$ cat src/rtl/seq_detect_param.sv
// Runtime-configurable serial pattern detector with Mealy/Moore output timing.
// Optional saturating match counter enabled by defining SEQ_MATCH_CNT_EN.
module seq_detect_param #(
   parameter  int PAT_W = 8,
   parameter  int MOORE = 0,
   parameter  int CNT_W = 16,
   localparam int LEN_W = $clog2(PAT_W + 1)
) (
   input  logic             clk,
   input  logic             reset_n,
   input  logic             x,
   input  logic             in_valid,
   input  logic             cfg_load,
   input  logic [PAT_W-1:0] pat_in,
   input  logic [LEN_W-1:0] len_in,
   input  logic             overlap,
   output logic             y,
   output logic [CNT_W-1:0] match_cnt
);

   localparam logic [LEN_W-1:0] C_PAT_W = LEN_W'(PAT_W);

   logic [PAT_W-1:0] r_pat;
   logic [LEN_W-1:0] r_len;
   logic [PAT_W-1:0] r_hist;
   logic [LEN_W-1:0] r_fill;

   logic [PAT_W-1:0] w_win;
   logic [PAT_W-1:0] w_mask;
   logic [LEN_W:0]   w_fill_inc;
   logic             w_hit;

   assign w_win      = {r_hist[PAT_W-2:0], x};
   assign w_fill_inc = {1'b0, r_fill} + (LEN_W+1)'(1);

   // Only the low r_len bits of the window take part in the compare.
   always_comb begin
      w_mask = '0;
      for (int unsigned i = 0; i < PAT_W; i++) begin
         w_mask[i] = (i < 32'(r_len));
      end
   end

   assign w_hit = in_valid & ~cfg_load & (r_len != '0)
                & (w_fill_inc >= {1'b0, r_len})
                & (((w_win ^ r_pat) & w_mask) == '0);

   always_ff @(posedge clk or negedge reset_n) begin
      if (!reset_n) begin
         r_pat  <= '0;
         r_len  <= '0;
         r_hist <= '0;
         r_fill <= '0;
      end else if (cfg_load) begin
         r_pat  <= pat_in;
         r_len  <= (len_in > C_PAT_W) ? C_PAT_W : len_in;
         r_hist <= '0;
         r_fill <= '0;
      end else if (in_valid) begin
         r_hist <= w_win;
         if (w_hit && !overlap) begin
            r_fill <= '0;
         end else if (r_fill != C_PAT_W) begin
            r_fill <= r_fill + LEN_W'(1);
         end
      end
   end

   generate
      if (MOORE != 0) begin : g_moore
         logic r_y;
         always_ff @(posedge clk or negedge reset_n) begin
            if (!reset_n) begin
               r_y <= 1'b0;
            end else begin
               r_y <= w_hit;
            end
         end
         assign y = r_y;
      end else begin : g_mealy
         assign y = w_hit;
      end
   endgenerate

`ifdef SEQ_MATCH_CNT_EN
   logic [CNT_W-1:0] r_cnt;
   always_ff @(posedge clk or negedge reset_n) begin
      if (!reset_n) begin
         r_cnt <= '0;
      end else if (w_hit && (r_cnt != '1)) begin
         r_cnt <= r_cnt + CNT_W'(1);
      end
   end
   assign match_cnt = r_cnt;
`else
   assign match_cnt = '0;
`endif

endmodule

$ cat config.mk
export PLATFORM = sky130hd
export DESIGN_NAME = seq_detect_param
export DESIGN_NICKNAME = d
export VERILOG_FILES = /design/src/rtl/seq_detect_param.sv
export SDC_FILE = /design/constraint.sdc
export NUM_CORES = 1
export LEC_CHECK = 0
export ABC_AREA = 0
export CORE_ASPECT_RATIO = 2
export CORE_UTILIZATION = 52
export DETAILED_ROUTE_END_ITERATION = 10
export PLACE_DENSITY_LB_ADDON = 0.05
export SKIP_LAST_GASP = 1
export SLEW_MARGIN = 20
export SYNTH_ARGS = -nofsm -noshare
export SYNTH_HDL_FRONTEND = slang
export SYNTH_SLANG_ARGS = --single-unit
$ cat constraint.sdc
create_clock -name clk -period 6.6 [get_ports clk]
set_clock_uncertainty 0.05 [all_clocks]
set_input_delay 1.32 -clock clk [delete_from_list [all_inputs] [get_ports clk]]
set_output_delay 1.32 -clock clk [all_outputs]
set_load 0.005 [all_outputs]
==> Word-level counts from Yosys, hierarchy flattened <==
Index checks and enable logic that the tools add are counted.
{ "classes": {"add_sub_neg": 2, "n_lt_le_gt_ge": 10, "n_eq_ne": 1, "mux": 7, "n_bitwise": 7, "reduce_logical": 7} }
{ "ops": {"columns": ["op", "n"], "rows": [
  ["$mux 4", 5],
  ["$lt 3x4->1 const A", 4],
  ["$mux 7", 2],
  ["$and 8x8->8", 1],
  ["$logic_not 8->1", 1],
  ["$lt 1x4->1 const A", 2],
  ["$lt 2x4->1 const A", 2],
  ["$xor 8x8->8", 1],
  ["$add 4x1->5 const B", 1],
  ["$ge 5x4->1", 1],
  ["$add 4x1->4 const B", 1],
  ["$and 1x1->1", 4],
  ["$gt 4x4->1 const B", 1],
  ["$ne 4x4->1 const B", 1],
  ["$reduce_bool 4->1", 1],
  ["$reduce_bool 3->1", 1],
  ["$reduce_and 2->1", 1],
  ["$reduce_bool 2->1", 1],
  ["$logic_and 1x1->1", 1],
  ["$logic_not 1->1", 1],
  ["$not 1->1", 1]
]} }
{ "word_totals": {"ff_bits": 23, "in_bits": 18, "elab_cells": 38} }

==> Depth between registers and ports, before layout <==
{ "logic_depth": {"depth_word": 9, "depth_mapped": 9, "ltp_nobuf": 8} }

==> Least setup slack after synthesis <==
OpenSTA, ideal clock, no wires.
{ "synth_timing": {"kind": "input to output", "from": "input cfg_load", "to": "output y", "t_arrival_ns": 2.326, "setup_slack_ns": 2.904, "path_stages": 5, "path_buffers": 1, "path_cell_list": "clkbuf_1 inv_1 o2111ai_1 a221o_1 nor4_1"} }
{ "synth_via": {"elab_chain_cells": 5} }
{ "synth_lines": {"columns": ["item", "line_no", "source"], "rows": [
  ["start, declared", "13", "input logic cfg_load,"],
  ["$not 1->1", "44", "assign w_hit = in_valid & ~cfg_load & (r_len != '0)"],
  ["$and 1x1->1 (2 in a row)", "44", null],
  ["$and 1x1->1", "45", "& (w_fill_inc >= {1'b0, r_len})"],
  ["$and 1x1->1", "46", "& (((w_win ^ r_pat) & w_mask) == '0);"],
  ["end, declared", "17", "output logic y,"]
]} }
No other way between the ends.

==> Worst setup path in the final report <==
Ends and elaborated chain as after synthesis.

==> results.md <==
- Global routing's busiest layer: met2
- H-tree depth: 1
- Post-detail-place hpwl: 2032 um
- Leak: 0.7463 nW
- Cell Count Post-Placement: 181
- Largest net degree at the start of global routing: 27
- CP arrival: 3370 ps
- Area growth, synth to finish: 13.35%
- Worst R2R Path Depth: 7
- Clk sinks: 23
- Fillers: 228
- Global-route usage over all layers: 20.14%
- Setup crit end kind: output port
- Rows: 26
- Net count reported at finish: 182
- Clk buf depth: 2
- Placer Congestion: 0.7439
- Seq/Total Area, Yosys: 40.93%
- CTS buffer count: 3
- Flop2flop setup slack: 4210 ps
- Setup violators final: 0
- Seq cells post-synth: 23
- Max-slew violation count: 0
- GRT overflow: 0
- Via count: 977
- Final Cell Area: 0.001594 mm2
- Placed Area: 0.001554 mm2
- DRT Pass-1 Iters: 4
- Initial antenna violation count: 0
- Top delay family on crit path: buffers and inverters
- WP depth: 7
- Setup crit end: y
- Vias in the first global route: 974
- Ys async rst share: 100.0%
- Final Non-Filler Cells: 185
- PwrDens: 189.7 mW/mm2
- Status: finished, final reports clean
- Clock tree from TritonCTS: built
- Die Area: 0.002929 mm2
- Number of diodes: 0
- Synth area leader: dfrtp_1
- DR iter-0 viols: 12
- Warnings, synthesis: 0
- Clk_lat worst skew: 260 ps
- IO buf count: 18
- Synth Area per Inst: 10.12 um2
- Mapped Area: 0.001406 mm2
- Global-route wire length before repair: 4126 um
- Final WL: 2530 um
- Post-CTS setup repair buffer count: 0
- Fmax: 0.2108 GHz
- Gate Count Post-Synth: 139
- Initial Util: 54.72%
- Vias/cell: 5.281
- Fin crit share: 71.88%
- Min-Delay Path Class: register to register
- Number of synthesized flops with an enable pin: 0
- Met2 Usage GRT: 37.41%
- Worst-path clk slew: 70 ps
- Count of cell types in the netlist: 34
- Reg-to-Reg Start: r_fill[0]$_DFFE_PN0P_
- GR Util met1: 22.29%
- # hold bufs at CTS: 0
- VDD IR max: 0.1761 mV
- Final Util: 62.03%
- Proportion of layout cells with a drive suffix above 1: 12.10%
- Worst reg2reg endpoint: r_fill[0]$_DFFE_PN0P_
- Req. time, crit path: 5230 ps
- Cell breakdown of the critical path: clkdlybuf4s50_1 -> buf_4 -> inv_1 -> o2111ai_1 -> a221o_1 -> nor4_1 -> clkdlybuf4s50_1
- Fin crit period: 4744 ps
- Unrepaired setup endpoints after global routing: false
- Grt met3 use: 0.8746%
- Core Region: 0.002570 mm2
- Maxcap violations: 0
- I/O pins: 35
- Die span in x: 38.78 um
- Residual DRC: 0
- Setup_tns: 0 ps
- CP peak stage delay: 550 ps
- Max Fanout on Critical Path: 26
- Top-area cell type share of the netlist area: 40.93%
- Endpoints failing hold: 0
- Post-route ant nets: 0
- Crit path top cell by count: clkdlybuf4s50_1
- Setup CP Type: input port to output port
- Largest cells by area after synthesis: dfrtp_1 (41%), buf_4 (8.5%), mux2_2 (6.4%)
- Startpoint class of the critical path: input port
- Resize count post-CTS: 0
- Slowest-stage cell, CP: clkdlybuf4s50_1
- DR WL/cell: 13.68 um
- Top FF cell, synth: dfrtp_1
- Die height: 75.55 um
- CP Launch Point: cfg_load
- CTS root buf: clkbuf_8
- CP bufs+invs: 4
==> metrics by stage <==
stage	hold WS [ps]	total power, W	setup slack [ps]
floorplan	451.1	0.0002042	2904
global placement	466.9	0.0002190	1935
detailed placement	476.8	0.0002215	1837
CTS	493.7	0.0003067	1834
global route	508.1	0.0003189	1775
finish	487.9	0.0003024	1856
==> synthesized netlist by cell type, types with 2 or more instances <==
master,n
nand2b_1,2
xnor2_1,6
a21o_1,2
o21ai_0,7
xor2_1,4
nand2_1,8
a211oi_1,4
dfrtp_1,23
nor2_1,12
mux2_2,8
nand3_1,4
buf_4,16
a21oi_1,2
buf_1,3
ha_1,6
clkbuf_1,2
inv_1,7
mux2i_1,7
==> worst register-to-register path, stage by stage (launching register included) <==
cell       delay (ps)
dfrtp_1           460
inv_1              90
ha_1              350
ha_1              290
a211oi_1          220
o21a_1            240
nor4b_4            80
a2111oi_0         470
==> layer usage <==
layer / wire [um] / part of all wire (%) / vias up
met5: 0 / 0 / -
met4: 35 / 1.4 / 0
met3: 38 / 1.5 / 4
met2: 1498 / 59 / 17
met1: 957 / 38 / 475
li1: - / - / 481
==> logic make-up after synthesis <==
| family | after synthesis | synth area share, % |
|---|---|---|
| other cells | 1 | 0.2666 |
| fa+ha+maj | 6 | 5.338 |
| buf+inv | 28 | 11.74 |
| flops | 23 | 40.93 |
| compound gates | 24 | 11.83 |
| xor+xnor | 10 | 6.227 |
| mux | 15 | 11.39 |
| simple gates | 32 | 12.28 |
==> how the worst min path moves through the flow <==
stage / end / depth (start not counted) / slack (ps) / start
2_1_floorplan: r_pat[1]$_DFFE_PN0P_ / 1 / 450 / r_pat[1]$_DFFE_PN0P_
3_3_place_gp: r_pat[2]$_DFFE_PN0P_ / 1 / 470 / r_pat[2]$_DFFE_PN0P_
3_5_place_dp: r_pat[2]$_DFFE_PN0P_ / 1 / 480 / r_pat[2]$_DFFE_PN0P_
4_1_cts: r_pat[2]$_DFFE_PN0P_ / 1 / 490 / r_pat[2]$_DFFE_PN0P_
5_1_grt: r_pat[7]$_DFFE_PN0P_ / 1 / 510 / r_pat[7]$_DFFE_PN0P_
6_report: r_pat[5]$_DFFE_PN0P_ / 1 / 490 / r_pat[5]$_DFFE_PN0P_
==> registers in the layout, summed over array words and instances (netlist names) <==
name	cells
r_hist	7
r_fill	4
r_pat	8
r_len	4
==> placed cells by master (no fill, tap or decap), types with 2 or more instances in the layout <==
cell type        count
a21oi_1              2
inv_1                7
xor2_1               4
xnor2_1              6
nand2_1              8
a21o_1               2
mux2_2               8
nand3_1              4
o21ai_0              7
a211oi_1             4
ha_1                 6
clkdlybuf4s50_1     17
dfrtp_1             23
conb_1              16
buf_4                2
nor2_1              12
clkbuf_8             3
mux2i_1              7
nand2b_1             2
==> area by class of cell <==
class	instances	area [um2]	share of cell area, %
Clock buffer	4	45.04	2.826
Inverter	7	26.28	1.648
Multi-Input combinational cell	103	721.9	45.29
Sequential cell	23	575.6	36.11
Tap cell	28	35.03	2.198
Timing Repair Buffer	20	190.2	11.93
==> report_power, final <==
group          switching (W)  internal, W  total [W]
clock              0.0000416    0.0000430  0.0000846
combinational      0.0000281    0.0000298  0.0000579
sequential         0.0000101     0.000150   0.000160
(Power assumes the default switching activity.)
==> variant: new RTL, same settings <==
The parameter `CNT_W` goes from 16 to 32.
--- a/src/rtl/seq_detect_param.sv
+++ b/src/rtl/seq_detect_param.sv
@@ -3,7 +3,7 @@
 module seq_detect_param #(
    parameter  int PAT_W = 8,
    parameter  int MOORE = 0,
-   parameter  int CNT_W = 16,
+   parameter  int CNT_W = 32,
    localparam int LEN_W = $clog2(PAT_W + 1)
 ) (
    input  logic             clk,
Interface: changed (resized match_cnt); port bits go from 35 to 51. The function was not compared with the original's and may differ.
==> variant against the original RTL <==
Routed wire length increased by 4.4%. Largest cell class unchanged. Total power increased by 2.1%. Sequential cell count unchanged. Worst hold slack got worse by 0.0057 ns. First-iteration DRC count increased by 50%. Largest power group unchanged. Synthesized area increased by 8.5%. Cell area increased by 3.4%. Worst setup slack got worse by 0.32 ns.
==> variant: results (changes against the original RTL) <==
Outcome
  • Outcome: finished clean (unchanged)

Worst setup path
  • Max incr delay on CP: 0.88 ns (was 0.55 ns)
  • Crit path launch: in_valid (was cfg_load)
  • Signal arrival time at the worst endpoint: 3.69 ns (was 3.37 ns)
  • Reg2reg setup slack: 4.30 ns (was 4.21 ns)
  • Maximum fanout along the worst path: 14 (was 26)
  • RR Startpoint: r_fill[0] (unchanged)

Placement
  • Last weighted congestion value of the routability-driven placer: 0.8449 (was 0.7439)

Synthesis
  • XOR/XNOR share of the synthesized area: 5.738% (was 6.228%)
  • Post-synthesis mux area share: 10.49% (was 11.39%)
  • Cell types occupying the most area after synthesis: sky130_fd_sc_hd__dfrtp_1 38%, sky130_fd_sc_hd__buf_4 16%, sky130_fd_sc_hd__mux2_2 5.9% (was sky130_fd_sc_hd__dfrtp_1 41%, sky130_fd_sc_hd__buf_4 8.5%, sky130_fd_sc_hd__mux2_2 6.4%)
  • Top cells by count, synth: 32 x sky130_fd_sc_hd__buf_4, 23 x sky130_fd_sc_hd__dfrtp_1, 12 x sky130_fd_sc_hd__nor2_1, 8 x sky130_fd_sc_hd__mux2_2, 8 x sky130_fd_sc_hd__nand2_1 (was 23 x sky130_fd_sc_hd__dfrtp_1, 16 x sky130_fd_sc_hd__buf_4, 12 x sky130_fd_sc_hd__nor2_1, 8 x sky130_fd_sc_hd__mux2_2, 8 x sky130_fd_sc_hd__nand2_1)
  • Arithmetic-cell share of the synthesized area counting full adders, half adders and majority gates: 4.918% (was 5.338%)
  • Proportion of synthesized chip area in sequential cells: 37.70% (was 40.93%)

Finish
  • Data-path buffer share of cell area in the final layout: 11.09% (was 11.93%)
  • Filler instances: 253 (was 228)
  • Total number of nets in the final design: 197 (was 182)
  • Layout clock area frac: 2.733% (was 2.826%)
  • Comb_multi_in: 119 (was 103)
  • Multi-input gate area: 782.0 um2 (was 721.9 um2)
  • Nonclk buf count: 19 (was 20)

Global routing
  • Wire length of the first global-routing pass: 4.202 mm (was 4.126 mm)
  • Number of global-route vias before repair: 956 (was 974)

Power
  • Standby leakage power: 0.7934 nW (was 0.7463 nW)
  • Peak ir drop on the vdd network: 0.1830 mV (was 0.1761 mV)
  • Clock-net power: 0.0895 mW (was 0.0846 mW)

Route
  • Drt wl/cell: 13.14 um (was 13.68 um)
  • Vias per Instance: 5.164 (was 5.281)
  • Iteration-0 DRC count of the detailed router: 18 (was 12)

Timing
  • Worst hold margin: 0.4821 ns (was 0.4879 ns)

Hold path
  • Worst Min Path Start: r_pat[7] (was r_pat[5])
variant: metrics by stage:
| step | instance area (um2) | total power, mW | worst slack, ns | cells |
|---|---|---|---|---|
| after floorplan | 1643 | 0.2130 | 2.904 | 186 |
| after global placement | 1608 | 0.2203 | 1.633 | 197 |
| after detailed placement | 1608 | 0.2227 | 1.554 | 197 |
| after CTS | 1653 | 0.3110 | 1.541 | 201 |
| after global routing | 1648 | 0.3260 | 1.458 | 201 |
| final | 1648 | 0.3086 | 1.537 | 201 |
variant: metal layers:
metal / wire length, um / global-route usage, % / share of wire (%) / up-vias
met4: 65 / 9.333 / 2.5 / 0
met2: 1490 / 33.06 / 56 / 40
met1: 995 / 20.97 / 38 / 497
met3: 90 / 3.390 / 3.4 / 6
li1: - / - / - / 495
met5: 0 / 0 / 0 / -
variant: logic make-up (layout without fill, tap and decap cells):
kind of cell	after synthesis	in the layout
buf+inv	44	30
simple gates	32	32
compound gates	24	24
flops	23	23
mux	15	15
xor+xnor	10	10
fa+ha+maj	6	6
other cells	1	32
